[src/rtl/vend_pkg.sv]
// Shared types and constants for the vending-session arbiter.
package vend_pkg;

    localparam int NUM_PANELS = 2;
    localparam int CREDIT_W   = 3;

    localparam logic [CREDIT_W-1:0] CREDIT_ONE  = 3'd2;
    localparam logic [CREDIT_W-1:0] CREDIT_HALF = 3'd1;
    localparam logic [CREDIT_W-1:0] CREDIT_MAX  = 3'd6;

    typedef enum logic [2:0] {
        ST_IDLE,
        ST_CLEAR,
        ST_SESSION,
        ST_DONE,
        ST_ABORT
    } state_t;

    function automatic int timer_width(input int cyc);
        return (cyc < 2) ? 1 : $clog2(cyc + 1);
    endfunction

    // OneTL wins over HalfTL in the same cycle, mirroring the core's priority.
    function automatic logic [CREDIT_W-1:0] credit_add(input logic [CREDIT_W-1:0] credit,
                                                       input logic one,
                                                       input logic half);
        logic [CREDIT_W:0] sum;
        sum = {1'b0, credit};
        if (one)
            sum = sum + {1'b0, CREDIT_ONE};
        else if (half)
            sum = sum + {1'b0, CREDIT_HALF};
        return (sum > {1'b0, CREDIT_MAX}) ? CREDIT_MAX : sum[CREDIT_W-1:0];
    endfunction

endpackage

[src/rtl/vend_rr_arbiter.sv]
// Two-way round-robin pick; the requester that did not own the last session wins a tie.
module vend_rr_arbiter (
    input  logic [1:0] Req,
    input  logic       Last,
    output logic [1:0] Grant
);

    always_comb begin
        // NOTE: default assignment first so every path drives Grant and no latch is inferred.
        Grant = Req;
        if (Req == 2'b11)
            Grant = Last ? 2'b01 : 2'b10;
    end

endmodule

[src/rtl/vend_session_arbiter.sv]
// Shares one VendingMachine core between two panels with exclusive, cleared sessions.
// Optional inactivity timeout is compiled in with `define VEND_ARB_TIMEOUT_EN.
module vend_session_arbiter
    import vend_pkg::*;
#(
    parameter int TIMEOUT_CYC = 255
) (
    input  logic       Clk,
    input  logic       Rst_n,
    input  logic [1:0] Pnl_Req,
    input  logic [1:0] Pnl_OneTL,
    input  logic [1:0] Pnl_HalfTL,
    input  logic [1:0] Pnl_Coke,
    input  logic [1:0] Pnl_Water,
    output logic [1:0] Pnl_Grant,
    output logic [1:0] Pnl_Done,
    output logic [1:0] Pnl_Abort,
    output logic [2:0] Refund_Amt,
    output logic       Vm_Req,
    output logic       Vm_OneTL,
    output logic       Vm_HalfTL,
    output logic       Vm_Coke,
    output logic       Vm_Water,
    input  logic       Vm_G_Coke,
    input  logic       Vm_G_Water,
    input  logic       Vm_Change1,
    input  logic       Vm_Change05
);

    state_t              state;
    logic                owner;
    logic                last;
    logic [CREDIT_W-1:0] credit;
    logic [CREDIT_W-1:0] credit_next;
    logic [1:0]          rr_grant;
    logic                own_one, own_half, own_coke, own_water, own_any;
    logic                timed_out;
    logic                unused_change;

    assign unused_change = Vm_Change1 ^ Vm_Change05;

    vend_rr_arbiter u_rr (
        .Req   (Pnl_Req),
        .Last  (last),
        .Grant (rr_grant)
    );

    assign own_one     = Pnl_OneTL[owner];
    assign own_half    = Pnl_HalfTL[owner];
    assign own_coke    = Pnl_Coke[owner];
    assign own_water   = Pnl_Water[owner];
    assign own_any     = own_one | own_half | own_coke | own_water;
    assign credit_next = credit_add(credit, own_one, own_half);

`ifdef VEND_ARB_TIMEOUT_EN
    localparam int             TMR_W   = timer_width(TIMEOUT_CYC);
    localparam logic [TMR_W-1:0] TMR_MAX = TMR_W'(TIMEOUT_CYC);

    logic [TMR_W-1:0] timer;

    assign timed_out = (timer == TMR_MAX);

    always_ff @(posedge Clk or negedge Rst_n) begin
        if (!Rst_n)
            timer <= '0;
        else if (state == ST_CLEAR || (state == ST_SESSION && own_any))
            timer <= '0;
        else if (state == ST_SESSION && !timed_out)
            timer <= timer + 1'b1;
    end
`else
    logic unused_timeout_cfg;

    assign timed_out          = 1'b0;
    assign unused_timeout_cfg = (TIMEOUT_CYC != 0);
`endif

    always_ff @(posedge Clk or negedge Rst_n) begin
        if (!Rst_n) begin
            state      <= ST_IDLE;
            owner      <= 1'b0;
            last       <= 1'b1;
            credit     <= '0;
            Pnl_Grant  <= '0;
            Pnl_Done   <= '0;
            Pnl_Abort  <= '0;
            Refund_Amt <= '0;
            Vm_Req     <= 1'b0;
            Vm_OneTL   <= 1'b0;
            Vm_HalfTL  <= 1'b0;
            Vm_Coke    <= 1'b0;
            Vm_Water   <= 1'b0;
        end else begin
            // NOTE: non-blocking throughout, so every register sees pre-edge values of the others.
            Pnl_Done   <= '0;
            Pnl_Abort  <= '0;
            Refund_Amt <= '0;
            Vm_Req     <= 1'b0;
            Vm_OneTL   <= 1'b0;
            Vm_HalfTL  <= 1'b0;
            Vm_Coke    <= 1'b0;
            Vm_Water   <= 1'b0;

            case (state)
                ST_IDLE: begin
                    if (|Pnl_Req) begin
                        owner     <= rr_grant[1];
                        Pnl_Grant <= rr_grant;
                        Vm_Req    <= 1'b1;
                        state     <= ST_CLEAR;
                    end
                end
                ST_CLEAR: begin
                    credit <= '0;
                    state  <= ST_SESSION;
                end
                ST_SESSION: begin
                    Vm_OneTL  <= own_one;
                    Vm_HalfTL <= own_half;
                    Vm_Coke   <= own_coke;
                    Vm_Water  <= own_water;
                    credit    <= credit_next;
                    // Dispense outranks withdrawal, which outranks timeout.
                    if (Vm_G_Coke || Vm_G_Water) begin
                        Pnl_Done <= Pnl_Grant;
                        Vm_Req   <= 1'b1;
                        state    <= ST_DONE;
                    end else if (!Pnl_Req[owner] || timed_out) begin
                        Pnl_Abort  <= Pnl_Grant;
                        Refund_Amt <= credit_next;
                        Vm_Req     <= 1'b1;
                        state      <= ST_ABORT;
                    end
                end
                ST_DONE, ST_ABORT: begin
                    last      <= owner;
                    Pnl_Grant <= '0;
                    state     <= ST_IDLE;
                end
                default: state <= ST_IDLE;
            endcase
        end
    end

endmodule

[config.mk]
export PLATFORM = sky130hd
export DESIGN_NAME = vend_session_arbiter
export DESIGN_NICKNAME = d
export VERILOG_FILES = /design/src/rtl/vend_pkg.sv /design/src/rtl/vend_rr_arbiter.sv /design/src/rtl/vend_session_arbiter.sv
export SDC_FILE = /design/constraint.sdc
export NUM_CORES = 1
export LEC_CHECK = 0
export ABC_AREA = 1
export CAP_MARGIN = 5
export CELL_PAD_IN_SITES_DETAIL_PLACEMENT = 0
export CELL_PAD_IN_SITES_GLOBAL_PLACEMENT = 1
export CORE_MARGIN = 5
export CORE_UTILIZATION = 23
export CTS_CLUSTER_DIAMETER = 60
export CTS_CLUSTER_SIZE = 40
export DETAILED_ROUTE_END_ITERATION = 8
export PLACE_DENSITY_LB_ADDON = 0.1
export SLEW_MARGIN = 20
export SYNTH_ARGS = -nofsm -noshare
export SYNTH_HDL_FRONTEND = slang
export SYNTH_SLANG_ARGS = --single-unit
[constraint.sdc]
create_clock -name Clk -period 1.3 [get_ports Clk]
set_input_delay 0.26 -clock Clk [delete_from_list [all_inputs] [get_ports Clk]]
set_output_delay 0.26 -clock Clk [all_outputs]
set_load 0.03 [all_outputs]
* Yosys cells after proc, flatten, opt, wreduce, memory -nomap -nowiden
Cells that the tools add are included.
Widths: inputs -> output; s select.
** Storage, ports and cells
- Register bits after elaboration :: 22
- Input bits :: 16
- Logic and storage cells :: 71
** Cells by class
- Add/sub/neg operators :: 2
- $lt $le $gt $ge :: 2
- Equal/unequal tests :: 7
- Muxes and demuxes :: 38
- Reductions and logical operators :: 9
** Operator list (number)
- $mux 3 :: 7
- $mux 1 :: 17
- $mux 2 :: 8
- $pmux 3 s3 :: 1
- $mux 4 :: 2
- $eq 3x2->1 const B :: 2
- $pmux 3 s2 :: 1
- $reduce_and 2->1 :: 3
- $add 3x1->4 const B :: 1
- $add 3x2->4 const B :: 1
- $gt 4x3->1 const B :: 1
- $pmux 2 s2 :: 1
- $reduce_bool 2->1 :: 2
- $reduce_or 2->1 :: 2
- $eq 3x1->1 const B :: 1
- $eq 3x3->1 const B :: 1
- $logic_not 3->1 :: 1
- $ne 3x3->1 const B :: 1
- $eq 2x2->1 const B :: 1
- $lt 1x2->1 const B :: 1
- $ne 2x2->1 const B :: 1
- $pmux 1 s2 :: 1
- $logic_or 1x1->1 :: 1

* Depth between registers and ports, before layout
Gate-level depths: netlist of run 1.
- Depth in word-level cells :: 9
- Gate-level depth with buffers :: 11
- Mapped depth without buffers :: 11

* Modules after synthesis
A second synthesis of run 1 with hierarchy kept.
** Second synthesis, totals
- Cell total of the unflattened synthesis :: 133
- Area total of the unflattened synthesis :: 1122.3 um^2
** By module, submodules not included
- vend_session_arbiter :: instances 1, cells each 128, area an instance 1101.1 um^2, seq. area each 551.8 um^2
- vend_rr_arbiter :: instances 1, cells each 5, area an instance 21.3 um^2, seq. area each 0.0 um^2

* Least setup slack after synthesis of run 1
Ideal clock, no wire load.
- Path type :: register -> register
- Start point :: reg credit[0]
- End point :: reg credit[2]
- Setup time :: 0.126 ns
- Arrival :: 1.124 ns
- Required time :: 1.174 ns
- Path slack :: 0.049 ns
- Cell stages (with the launch flop) :: 12
- Path buffers :: 0
- Period minus slack after synthesis :: 1.251 ns
- Cell sequence :: dfrtp_1 > ha_1 > inv_1 > nand2_1 > nand2_1 > nand2_1 > nand2_1 > nand2_1 > nand2_1 > nand2_1 > nand2_1 > o21ai_0
** Between the ends
- Longest elaborated chain between the ends :: 6
- Elaborated cells on any way between the ends :: 7
- Classes of those cells :: add/sub: 2; order compare: 1; mux: 4
** Ends and longest elaborated chain
- start: declaration :: line vend_session_arbiter.sv:33 : logic [CREDIT_W-1:0] credit;
- start signal: assignment :: line vend_session_arbiter.sv:122 : credit <= credit_next;
- $add 3x1->4 :: line vend_pkg.sv:32 : sum = sum + {1'b0, CREDIT_HALF};
- $mux 4 :: line vend_pkg.sv:31 : else if (half)
- $mux 4 (*) :: line vend_pkg.sv:29 : if (one)
- $gt 4x3->1 :: line vend_pkg.sv:33 : return (sum > {1'b0, CREDIT_MAX}) ? CREDIT_MAX : sum[CREDIT_W-1:0];
- $mux 3 (*) :: line vend_pkg.sv:33
- $pmux 3 s2 (*) :: line vend_session_arbiter.sv:104 : case (state)
Every way passes the cells marked *; elsewhere a longest branch is shown, timed or not.
A chain may end at the register's enable or synchronous reset.

* Final worst setup path of run 1
- Start point :: reg credit[1]
- End point :: reg credit[2]
Same word-level chain as after synthesis.

==> results of run 1 <==
==> worst max path at each step <==
| stage | end | cells after the start | startpoint | slack (ns) |
|---|---|---|---|---|
| 6_report | credit[2] | 11 | credit[1] | -0.05 |
| 5_1_grt | credit[2] | 11 | credit[1] | -0.16 |
| 4_1_cts | credit[0] | 10 | credit[1] | -0.02 |
| 3_5_place_dp | credit[0] | 7 | Pnl_OneTL[0] | -0.26 |
| 3_3_place_gp | credit[0] | 9 | Pnl_OneTL[0] | -0.25 |
| 2_1_floorplan | credit[2] | 11 | credit[0] | 0.05 |
==> power groups by stage <==
| stage | clock network [mW] | registers [mW] | logic [mW] |
|---|---|---|---|
| floorplan | 0 | 1.25 | 0.950 |
| global placement | 0 | 1.03 | 1.92 |
| detailed placement | 0 | 1.03 | 1.93 |
| CTS | 0.654 | 1.03 | 1.99 |
| global route | 0.679 | 1.05 | 2.36 |
| finish | 0.641 | 1.03 | 2.13 |
==> stage by stage <==
step | setup TNS [ns] | worst slack, ns
after global placement | -2.41 | -0.245
after global routing | -0.747 | -0.162
final | -0.110 | -0.0451
after floorplan | 0 | 0.0493
after CTS | -0.0458 | -0.0181
after detailed placement | -2.53 | -0.257
==> what timing repair did <==
action	CTS	global route
gates resized for setup	10	19
pin swaps	2	12
endpoints found under the setup margin	12	12
buffers inserted	1	1
gates cloned	1	0
==> synthesized netlist by cell type, drive strengths merged, types with 2 or more instances <==
| cell | instances |
|---|---|
| inv | 23 |
| nand2 | 39 |
| o31ai | 2 |
| ha | 2 |
| o21ai | 8 |
| dfrtp | 21 |
| nor3 | 3 |
| a21oi | 7 |
| nand3 | 9 |
| nor2 | 12 |
==> worst max-delay path, delay by kind of cell, from the launching register on <==
kind	cells	cell delay, ns
AND/OR/NAND/NOR	8	0.48
flip-flops	1	0.44
adder cells (fa/ha/maj)	1	0.21
buffers and inverters	1	0.04
AO/OA/AOI/OAI	1	0.06
==> logic make-up after synthesis <==
logic type               count (synthesis)  share of synthesized area, %
AO/OA/AOI/OAI                           18                          10.5
adder cells (fa/ha/maj)                  2                          2.26
buffers and inverters                   24                          9.29
flip-flops                              22                          49.9
AND/OR/NAND/NOR                         63                          28.0
==> layer usage <==
layer,vias to the layer above,share of wire [%]
met1,465,43
met4,0,0.97
met3,4,3.5
li1,498,-
met5,-,0
met2,15,52
==> final cells by class <==
cell class                      instances  area share [%]
Clock buffer                            3            2.39
Sequential cell                        22            32.0
Inverter                               23            5.29
Multi-Input combinational cell         84            30.7
Timing Repair Buffer                   43            23.9
Tap cell                               54            3.92
Clock inverter                          1            1.74
==> registers in the layout, indices dropped and copies added (netlist names) <==
register	cells
Vm_HalfTL	1
Vm_Water	1
Vm_Req	1
state	3
credit	3
last	1
Vm_Coke	1
Pnl_Abort	2
Refund_Amt	3
Vm_OneTL	1
Pnl_Done	2
owner	1
Pnl_Grant	2
==> results.cfg, run 1 <==
[pwr]
net-switching-power_mw = 1.61
cellInternalPower_mw = 2.19
p_leak_nw = 0.875
peakVddDrop_v = 0.000696
power_frac_seq_pct = 27.0
p_sw_share_pct = 42.3
comb_power_share_pct = 56.1
pwr-share-clk_pct = 16.9
power_mw = 3.80
power_density_nw_per_um2 = 2200

[global_route]
top_usage_layer = met2
grt_pass1_wl_mm = 4.28
met1_usage_pct = 10.7
met2_usage_pct = 15.1
grt_overflow = 0
grt_max_degree = 23
use_met3_pct = 1.36
grt_use_total_pct = 8.69
grt_pass1_vias = 930
grt_antenna_before_repair = 0

[setup_path]
rr_endpoint = credit[2]
critPathKind = reg -> reg
r2r_start = credit[1]
cp-end-kind = flip-flop
required_ns = 1.45
crit_fanout = 4
cp-start-kind = flip-flop
rrSetupSlack_ns = -0.05
worst_path_largest_cell_delay_ns = 0.44
crit_arrival_ns = 1.50
reg2reg_depth = 11
path_cells = ha_2, inv_2, nand2_1, nand2_1, nand2_1, nand2_2, nand2_2, nand2_2, nand2_2, nand2_1, o21ai_1
cp_slowest_cell = dfrtp_1

[synth]
synth_seq_cells = 22
yosysTopAreaCell = dfrtp_1
yosys.cell_types.count = 23
synth_edf_count = 0
synthCells = 129
synth.avg_cell_area_um2 = 8.56
yosysWarnings = 0
synth-async-reset-ratio_pct = 100
synth_area_leaders = dfrtp_1 48%, nand2_1 11%, inv_1 6.1%
synth_flop_cell = dfrtp_1
synth_seq_area_share_pct = 49.9
synth.top_cell.area_share_pct = 47.6
syn_nets = 147
netlist_area_um2 = 1100

[status]
status = finished with violations
violations = negative setup slack

[timing]
finClkSkew_ns = 0.00565
rsz0062_at_grt = true
finalCritPeriodShare_pct = 103
worst_slew_margin_rel_pct = 79.5
tightest_slew_ns = 0.309
timing.final.ws_setup_ns = -0.0451
fmax_mhz = 743
drv_slew = 0
setup_viol = 4
min_period_ns = 1.35
finalHoldViolations = 0
whs_ns = 0.340

[die]
die_h_um = 79.3
start_util_pct = 23.5
num_rows = 25
die_area_um2 = 6290
core_um2 = 4690
die_w_um = 79.3
ios = 30

[clock_tree]
path_clk_slew_ns = 0.09
clockBufferDepth = 2
cts_tree = yes
cts_root_buf = clkbuf_8
hold_buffers = 0
clkSinkCount = 22
clkLatencyLatePin_ns = 0.26
cts_made_buffers = 3
h-tree-depth = 1

[routing]
antenna_left = 0
viasPerCell = 4.27
drt-total-wl_mm = 2.68
post_drt_wl_per_cell_um = 11.7
drt_iter0_drc = 25
via_count = 982
drc = 0
drtPass1Iterations = 4

[cells_and_area]
ff_latch_area_um2 = 552
design_area_um2 = 1730
final_cell_mix = 22 x nand2_1, 22 x buf_4, 21 x dfrtp_1
diodes = 0
multi_input_area_um2 = 531
instances_no_fill = 230
drive_above_1_share_pct = 39.2
nFillCells = 492
nets = 195
syn2layout_area_growth_pct = 56.2
final_util_pct = 36.8

[placement]
dp_cells = 223
hpwl_mm = 2.01
place_congestion = 0.806
place_area_um2 = 1560
placement.io_buffers = 27

[job]
maxCapViolations = 0

[worst_hold_path]
hold_class = in -> async
(Power assumes the default switching activity.)
==> run 2, diff against run 1 <==
--- a/config.mk
+++ b/config.mk
@@ -6,6 +6,7 @@
 export NUM_CORES = 1
 export LEC_CHECK = 0
 export ABC_AREA = 1
+export ABC_CLOCK_PERIOD_IN_PS = 1300
 export CAP_MARGIN = 5
 export CELL_PAD_IN_SITES_DETAIL_PLACEMENT = 0
 export CELL_PAD_IN_SITES_GLOBAL_PLACEMENT = 1
==> results of run 2 <==
Final layout, timing and power as in run 1 (identical DEF).
